$ cat config.mk
export PLATFORM = sky130hd
export DESIGN_NAME = uart_status_reporter
export DESIGN_NICKNAME = d
export VERILOG_FILES = /design/src/rtl/uart_status_reporter_pkg.sv /design/src/rtl/uart_status_reporter_if.sv /design/src/rtl/uart_tx_byte.sv /design/src/rtl/uart_status_reporter.sv
export SDC_FILE = /design/constraint.sdc
export NUM_CORES = 1
export LEC_CHECK = 0
export BUFFER_PORTS_ARGS = -buffer_cell sky130_fd_sc_hd__buf_2
export CAP_MARGIN = 0
export CORE_MARGIN = 3
export CORE_UTILIZATION = 47
export CTS_CLUSTER_SIZE = 14
export DETAILED_ROUTE_END_ITERATION = 8
export PLACE_DENSITY = 0.67
export SYNTH_ARGS = -nofsm -noshare
export SYNTH_HDL_FRONTEND = slang
export SYNTH_SLANG_ARGS = --single-unit
$ cat constraint.sdc
create_clock -name clock_i -period 2 [get_ports clock_i]
set_input_delay 0.2 -clock clock_i [delete_from_list [all_inputs] [get_ports clock_i]]
set_output_delay 0.2 -clock clock_i [all_outputs]
set_load 0.02 [all_outputs]
$ cat src/rtl/uart_status_reporter_pkg.sv
// Shared definitions for the UART status reporter.
//   tx_state_e    : byte transmitter sequencing states
//   FRAME_BYTES   : bytes per status frame
//   DEFAULT_HEADER: default first byte of a frame
//   cnt_width()   : counter width able to hold 0 .. max_count-1 (never below 1)
package uart_status_pkg;

   typedef enum logic [1:0] {
      StIdle,
      StStart,
      StData,
      StStop
   } tx_state_e;

   localparam int unsigned FRAME_BYTES    = 4;
   localparam logic [7:0]  DEFAULT_HEADER = 8'hA5;

   function automatic int unsigned cnt_width(input int unsigned max_count);
      return (max_count > 1) ? int'($clog2(max_count)) : 1;
   endfunction

endpackage

$ cat src/rtl/uart_status_reporter_if.sv
// Byte-load handshake between the frame sequencer and the byte transmitter.
//   start : one-cycle load strobe; data is sampled with it
//   data  : byte to send, LSB first
//   done  : high during the last cycle of the stop bit; a start in that
//           same cycle chains the next byte with no idle gap
interface uart_status_reporter_if;
   logic       start;
   logic [7:0] data;
   logic       done;

   modport master (output start, output data, input done);
   modport slave  (input start, input data, output done);
endinterface

$ cat src/rtl/uart_tx_byte.sv
// 8N1 byte transmitter: bit timer, shift register and START/DATA/STOP
// sequencing.
//   clock_i, reset_n_i : clock, asynchronous active-low reset
//   byte_if            : slave side of the byte-load handshake
//   tx_o               : UART line, idle high
//   busy_o             : high whenever a byte is on the line
module uart_tx_byte
   import uart_status_pkg::*;
#(
   parameter int unsigned CLKS_PER_BIT = 104
) (
   input  logic                         clock_i,
   input  logic                         reset_n_i,
   uart_status_reporter_if.slave        byte_if,
   output logic                         tx_o,
   output logic                         busy_o
);

   localparam int unsigned CW = cnt_width(CLKS_PER_BIT);
   typedef logic [CW-1:0] cnt_t;
   localparam cnt_t BitLast = cnt_t'(CLKS_PER_BIT - 1);

   tx_state_e  state_q, state_d;
   cnt_t       cnt_q, cnt_d;
   logic [2:0] bit_idx_q, bit_idx_d;
   logic [7:0] shift_q, shift_d;
   logic       tx_q, tx_d;
   logic       bit_end;
   logic       done;

   assign bit_end      = (cnt_q == BitLast);
   assign byte_if.done = done;
   assign tx_o         = tx_q;
   assign busy_o       = (state_q != StIdle);

   always_comb begin
      state_d   = state_q;
      cnt_d     = cnt_q + cnt_t'(1);
      bit_idx_d = bit_idx_q;
      shift_d   = shift_q;
      tx_d      = tx_q;
      done      = 1'b0;
      case (state_q)
         StIdle: begin
            cnt_d = '0;
            if (byte_if.start) begin
               state_d = StStart;
               shift_d = byte_if.data;
               tx_d    = 1'b0;
            end
         end
         StStart: begin
            if (bit_end) begin
               cnt_d     = '0;
               state_d   = StData;
               bit_idx_d = '0;
               tx_d      = shift_q[0];
               shift_d   = {1'b0, shift_q[7:1]};
            end
         end
         StData: begin
            if (bit_end) begin
               cnt_d = '0;
               if (bit_idx_q == 3'd7) begin
                  state_d = StStop;
                  tx_d    = 1'b1;
               end else begin
                  bit_idx_d = bit_idx_q + 3'd1;
                  tx_d      = shift_q[0];
                  shift_d   = {1'b0, shift_q[7:1]};
               end
            end
         end
         StStop: begin
            if (bit_end) begin
               done  = 1'b1;
               cnt_d = '0;
               // Chain straight into the next start bit when the sequencer reloads now.
               if (byte_if.start) begin
                  state_d = StStart;
                  shift_d = byte_if.data;
                  tx_d    = 1'b0;
               end else begin
                  state_d = StIdle;
               end
            end
         end
         default: begin
            state_d = StIdle;
            tx_d    = 1'b1;
         end
      endcase
   end

   always_ff @(posedge clock_i or negedge reset_n_i) begin
      if (!reset_n_i) begin
         state_q   <= StIdle;
         cnt_q     <= '0;
         bit_idx_q <= '0;
         shift_q   <= '0;
         tx_q      <= 1'b1;
      end else begin
         state_q   <= state_d;
         cnt_q     <= cnt_d;
         bit_idx_q <= bit_idx_d;
         shift_q   <= shift_d;
         tx_q      <= tx_d;
      end
   end

endmodule

$ cat src/rtl/uart_status_reporter.sv
// Status report scheduler owning the UART transmit line. Requests come from
// trigger_i, a periodic timer and (optionally) channel changes; each report
// snapshots the inputs and sends {HEADER, channels, ones, xor-checksum}, 8N1.
//   clock_i, reset_n_i : clock, asynchronous active-low reset
//   enable_i           : allows periodic and change-based requests
//   trigger_i          : one-cycle on-demand request, honoured regardless of enable_i
//   channels_i, ones_i : status to report
//   tx_o               : UART line, idle high
//   busy_o             : frame in flight
//   frame_done_o       : one-cycle pulse as the sequencer returns to idle
module uart_status_reporter
   import uart_status_pkg::*;
#(
   parameter int unsigned CLKS_PER_BIT     = 104,
   parameter int unsigned REPORT_PERIOD    = 100000,
   parameter bit          REPORT_ON_CHANGE = 1'b1,
   parameter logic [7:0]  HEADER_BYTE      = DEFAULT_HEADER
) (
   input  logic       clock_i,
   input  logic       reset_n_i,
   input  logic       enable_i,
   input  logic       trigger_i,
   input  logic [7:0] channels_i,
   input  logic [3:0] ones_i,
   output logic       tx_o,
   output logic       busy_o,
   output logic       frame_done_o
);

   localparam int unsigned PW = cnt_width(REPORT_PERIOD);
   typedef logic [PW-1:0] period_t;
   localparam period_t    PeriodLast = period_t'(REPORT_PERIOD - 1);
   localparam logic [1:0] LastByte   = 2'(FRAME_BYTES - 1);

   uart_status_reporter_if byte_if ();

   period_t    period_q, period_d;
   logic [7:0] channels_q;
   logic       pending_q, pending_d;
   logic [1:0] byte_idx_q, byte_idx_d;
   logic [7:0] snap_ch_q, snap_ch_d;
   logic [3:0] snap_ones_q, snap_ones_d;
   logic       frame_done_q, frame_done_d;

   logic       tx_busy;
   logic       period_tick, change_req, new_req;
   logic       start_load;
   logic [1:0] byte_sel;
   logic [7:0] load_data;

   assign period_tick = enable_i && (period_q == PeriodLast);
   assign change_req  = REPORT_ON_CHANGE && enable_i && (channels_i != channels_q);
   assign new_req     = trigger_i | period_tick | change_req;

   always_comb begin
      period_d = '0;
      if (enable_i && !period_tick) begin
         period_d = period_q + period_t'(1);
      end
   end

   // Frame sequencing: start from idle, then reload the transmitter on each
   // byte's final stop-bit cycle so bytes run back-to-back.
   always_comb begin
      pending_d    = pending_q | new_req;
      byte_idx_d   = byte_idx_q;
      snap_ch_d    = snap_ch_q;
      snap_ones_d  = snap_ones_q;
      frame_done_d = 1'b0;
      start_load   = 1'b0;
      byte_sel     = byte_idx_q;
      if (!tx_busy && (pending_q || new_req)) begin
         start_load  = 1'b1;
         pending_d   = 1'b0;
         byte_idx_d  = '0;
         byte_sel    = '0;
         snap_ch_d   = channels_i;
         snap_ones_d = ones_i;
      end else if (byte_if.done) begin
         if (byte_idx_q != LastByte) begin
            start_load = 1'b1;
            byte_idx_d = byte_idx_q + 2'd1;
            byte_sel   = byte_idx_q + 2'd1;
         end else begin
            frame_done_d = 1'b1;
         end
      end
   end

   always_comb begin
      load_data = '0;
      case (byte_sel)
         2'd0:    load_data = HEADER_BYTE;
         2'd1:    load_data = snap_ch_q;
         2'd2:    load_data = {4'h0, snap_ones_q};
         default: load_data = HEADER_BYTE ^ snap_ch_q ^ {4'h0, snap_ones_q};
      endcase
   end

   assign byte_if.start = start_load;
   assign byte_if.data  = load_data;
   assign busy_o        = tx_busy;
   assign frame_done_o  = frame_done_q;

   uart_tx_byte #(
      .CLKS_PER_BIT(CLKS_PER_BIT)
   ) u_tx_byte (
      .clock_i  (clock_i),
      .reset_n_i(reset_n_i),
      .byte_if  (byte_if),
      .tx_o     (tx_o),
      .busy_o   (tx_busy)
   );

   always_ff @(posedge clock_i or negedge reset_n_i) begin
      if (!reset_n_i) begin
         period_q     <= '0;
         channels_q   <= '0;
         pending_q    <= 1'b0;
         byte_idx_q   <= '0;
         snap_ch_q    <= '0;
         snap_ones_q  <= '0;
         frame_done_q <= 1'b0;
      end else begin
         period_q     <= period_d;
         channels_q   <= channels_i;
         pending_q    <= pending_d;
         byte_idx_q   <= byte_idx_d;
         snap_ch_q    <= snap_ch_d;
         snap_ones_q  <= snap_ones_d;
         frame_done_q <= frame_done_d;
      end
   end

endmodule

### Yosys cells after proc, flatten, opt, wreduce, memory -nomap -nowiden

Index checks and enable logic that the tools add are counted.

* $add $sub $neg: 4
* eq/ne operators: 16
* muxes and demuxes: 39
* bitwise logic cells: 5
* reduce and logical (&&, ||, !) cells: 16

Operators by type and width (count)
* 8-bit 2-to-1 mux: 5
* 8-bit one-hot mux with 4 select lines: 1
* 8-bit one-hot mux with 3 select lines: 1
* 17-bit by 1-bit adder with 17-bit output, second input constant: 1
* 17-bit == test, second input constant: 1
* 17-bit 2-to-1 mux: 1
* 2-bit 2-to-1 mux: 8
* 1-bit 2-to-1 mux: 15
* 7-bit one-hot mux with 2 select lines: 1
* 3-bit 2-to-1 mux: 3
* 2-bit by 1-bit inequality test with 1-bit output, second input constant: 4
* 8-bit inequality test: 1
* 2-bit one-hot mux with 4 select lines: 1
* 4-bit AND reduction: 2
* 8-bit by 4-bit bitwise XOR with 8-bit output: 1
* 7-bit by 1-bit adder with 7-bit output, second input constant: 1
* 7-bit == test, second input constant: 1
* 7-bit 2-to-1 mux: 1
* 2-bit == test, second input constant: 3
* 2-bit inequality test, second input constant: 3
* 3-bit one-hot mux with 2 select lines: 1
* 5-bit AND reduction: 1
* 2-bit by 1-bit == test with 1-bit output, second input constant: 2
* 1-bit logical AND: 4
* 12 further kinds: 17

* bits in registers: 62
* input bits: 16
* output and inout bits: 3
* logic and storage cells: 92

### Longest topological paths before layout

* depth in word-level cells: 12
* mapped depth: 9
* mapped depth without buffers: 8

### Modules after synthesis

A second synthesis with hierarchy kept.

* cells, all modules: 321
* area total of the unflattened synthesis: 3271.9 µm²

By module, submodules not included
* uart_status_reporter: times used 1, cells each 205, area an instance 2090.8 µm², sequential area each 1026.0 µm²
* uart_tx_byte: times used 1, cells each 116, area an instance 1181.1 µm², sequential area each 526.8 µm²

### Least setup slack after synthesis

Ideal clock, no wire load.

* path type: register to register
* from: register period_q[0]
* to: register snap_ch_q[0]
* library setup time: 125 ps
* arrival: 1798 ps
* setup slack: 77 ps
* cell stages (with the launch flop): 8
* path buffers: 1
* cell sequence: dfrtp_1 -> ha_1 -> nand3_2 -> nor2_4 -> nand4_2 -> a311oi_2 -> buf_4 -> mux2_2

* longest elaborated chain between the ends: 6

RTL lines
* start, declared: RTL line uart_status_reporter.sv:37 `period_t period_q, period_d;`
* start signal, assigned: RTL line uart_status_reporter.sv:125 `period_q <= period_d;`
* 17-bit == test: RTL line uart_status_reporter.sv:51 `assign period_tick = enable_i && (period_q == PeriodLast);`
* 1-bit logical AND: RTL line uart_status_reporter.sv:51
* 1-bit bitwise OR (2 in a row): RTL line uart_status_reporter.sv:53 `assign new_req = trigger_i | period_tick | change_req;`
* 1-bit logical OR: RTL line uart_status_reporter.sv:72 `if (!tx_busy && (pending_q || new_req)) begin`
* 1-bit logical AND: RTL line uart_status_reporter.sv:72
* end signal, assigned: RTL line uart_status_reporter.sv:129 `snap_ch_q <= snap_ch_d;`
* end, declared: RTL line uart_status_reporter.sv:41 `logic [7:0] snap_ch_q, snap_ch_d;`

Every way passes these cells.
A chain may end at the register's enable or synchronous reset.

### Final worst setup path

* from: register period_q[0]
* to: register snap_ones_q[1]

* longest elaborated chain between the ends: 6

RTL lines
* 17-bit == test: RTL line uart_status_reporter.sv:51
* 1-bit logical AND: RTL line uart_status_reporter.sv:51
* 1-bit bitwise OR (2 in a row): RTL line uart_status_reporter.sv:53
* 1-bit logical OR: RTL line uart_status_reporter.sv:72
* 1-bit logical AND: RTL line uart_status_reporter.sv:72
* end signal, assigned: RTL line uart_status_reporter.sv:130 `snap_ones_q <= snap_ones_d;`
* end, declared: RTL line uart_status_reporter.sv:42 `logic [3:0] snap_ones_q, snap_ones_d;`

Every way passes these cells.

==> out/qor.yml <==
setup_path:
  cp_data_required_time_ns: 2.22
  worstSetupEndpointType: "flip-flop"
  r2r_slack_ns: 0.001
  arrival_ns: 2.22
  critical_path.startpoint_type: "flip-flop"
  critPathKind: "reg -> reg"
  critPathMaxFanout: 6
pwr:
  p_switching_mw: 0.640
  intPower_mw: 1.83
  comb_power_share_pct: 6.8
  vdd_drop_max_v: 0.000416
  swShare_pct: 25.9
  finalPower_mw: 2.47
  clkPwrFrac_pct: 39.7
  power_frac_seq_pct: 53.5
  power_density_nw_per_um2: 618
  leakagePower_nw: 1.79
die:
  rows: 29
  die_h_um: 87.7
  die-area_um2: 7690
  core_um2: 6420
  die_w_um: 87.7
  io-pin-count: 19
  initial_core_util_pct: 48.9
routing:
  dr_total_vias: 2379
  drc: 0
  wl_per_cell_um: 15.4
  viasPerCell: 5.43
  firstDrtPassIters: 4
  ant_nets: 0
  wirelength_mm: 6.73
  dr.first_iter.drc_count: 83
final_layout:
  postLayoutCoreUtil_pct: 62.1
  layout-drive-gt1-share_pct: 29.9
  final_cell_mix: "dfrtp_1, nor2_1, buf_4"
  antennaDiodeCount: 0
  layout_commonest_cell: "dfrtp_1"
  final_nets: 380
  area_delta_synth_final_pct: 27.2
  multi_input_area_um2: 1620
  nFillCells: 523
  seqCellArea_um2: 1550
logic_synthesis:
  syn_area_per_cell_um2: 10.5
  syn-num-nets: 322
  synth.distinct_cells: 54
  synth_top_cell_by_area: "dfrtp_1"
  synth_edf_count: 0
  synth_top_area_share_pct: 48.6
  yosysWarnings: 0
  synth_area_leaders: "dfrtp_1, xnor2_1, mux2_2"
  ys_ff_latch: 62
  synth-async-reset-ratio_pct: 100
  seq_area_frac_synth_pct: 49.5
  synth-main-ff-cell: "dfrtp_1"
  synth_area_um2: 3140
  syn_inst: 298
clock_tree:
  cts_made_buffers: 9
  cts_tree: "yes"
  path_clk_slew_ns: 0.08
  clk_latency_ns: 0.34
  cts_buffer_depth: 2
  cts_root_buffer: "clkbuf_8"
  clkSinkCount: 62
  htreeDepth: 3
job:
  cap_violations: 0
sta:
  finalSetupViolCount: 0
  hold_viol: 0
  period_share_pct: 99.9
  min_period_ns: 2.00
  finalMaxSlewViolations: 0
  max_slew_margin_pct: 61.3
  tightest_slew_ns: 0.581
  rsz0062_at_grt: "true"
  skew_ns: 0.00986
  fin_tns_setup_ns: 0
  whs_ns: 0.0103
  fmax_mhz: 500
  setup_slack_ns: 0.00137
global_route:
  gr-total-overflow: 0
  grt_pass1_wl_mm: 11.1
  grt_pass1_vias: 2326
  grt_max_degree: 40
  globalRouteTotalUtil_pct: 18.6
  antenna_found_initial: 0
place:
  pre_cts_slack_ns: 0.00434
  io_buffers: 18
  post-dp-hpwl_mm: 4.34
  gp_congestion: 0.769
outcome:
  status: "complete, no violations"
worst_hold_path:
  min_path_type: "in -> reg"
area by class of cell:
type,count,area share [%]
clock buffers,9,3.10
clock inverters,7,1.29
inverters,13,1.22
multi-input cells,211,40.5
flip-flops and latches,62,38.9
well taps,77,2.41
repair buffers,59,12.6
kinds of logic after synthesis:
kind of cell,count (synthesis),synth area share [%]
compound gates,56,12.8
xor+xnor,30,8.37
fa+ha+maj,8,3.19
buf+inv,25,3.67
flops,62,49.5
mux,17,5.98
simple gates,100,16.5
worst paths after layout:
path	start	endpoint	cells after the start
min in group asynchronous	reset_n_i	period_q[0]	2
setup / recovery	period_q[0]	snap_ones_q[1]	8
hold / removal	channels_i[7]	channels_q[7]	1
max in group asynchronous	reset_n_i	byte_idx_q[1]	3
hold reg to reg	u_tx_byte.cnt_q[0]	u_tx_byte.cnt_q[0]	1
setup reg to reg	period_q[0]	snap_ones_q[1]	8
registers in the layout (all words and copies together) (netlist names):
register             count
period_q                17
channels_q               8
u_tx_byte.bit_idx_q      3
u_tx_byte.shift_q        8
u_tx_byte.state_q        2
u_tx_byte.tx_o           1
snap_ones_q              4
u_tx_byte.cnt_q          7
byte_idx_q               2
frame_done_o             1
pending_q                1
snap_ch_q                8
per-stage QoR:
step           instances  cell area (um^2)
2_1_floorplan        298              3140
3_3_place_gp         408              3510
3_5_place_dp         408              3510
4_1_cts              430              3750
5_1_grt              438              3990
6_report             438              3990
critical path, cell delays in order (launching register included):
cell,delay (ns)
dfrtp_1,0.37
ha_2,0.19
nand3_2,0.11
nor2_4,0.15
nand4_4,0.11
a311oi_4,0.31
buf_4,0.19
clkbuf_16,0.15
mux2_4,0.29
power groups by stage:
stage	Sequential (mW)	Combinational, mW	Clock [mW]
floorplan	1.33	0.0751	0
global placement	1.34	0.135	0
detailed placement	1.34	0.139	0
CTS	1.32	0.149	1.00
global route	1.32	0.187	1.06
finish	1.32	0.167	0.979
what timing repair did:
action	in CTS	in global routing
gates cloned	0	3
setup endpoints to repair	2	25
hold buffers	6	0
setup buffers	0	7
hold endpoints to repair	27	0
resized for setup	1	30
pin swaps	0	20
cells in the mapped netlist (all sizes together), types with 2 or more instances:
master	number
dfrtp	61
nand2b	3
o311a	2
a21o	2
o31ai	2
xnor2	19
nor3	9
o22ai	3
mux2	14
and3	5
nor2	30
xor2	11
nor3b	2
o221ai	3
nand3	12
a22o	3
nor2b	7
buf	5
a211oi	3
and2	2
nand4	5
inv	13
o21ai	15
clkbuf	7
or2	2
a22oi	3
nand2	20
mux2i	3
a311oi	2
ha	8
a21oi	10
o2bb2ai	3
metal layers:
layer / wire length [um] / track usage, % / vias up
met5: 0 / 0 / -
met4: 125 / 6.28 / 0
met3: 200 / 4.61 / 11
met2: 3200 / 29.6 / 34
met1: 3210 / 25.0 / 1165
li1: - / - / 1169
(Power assumes the default switching activity.)
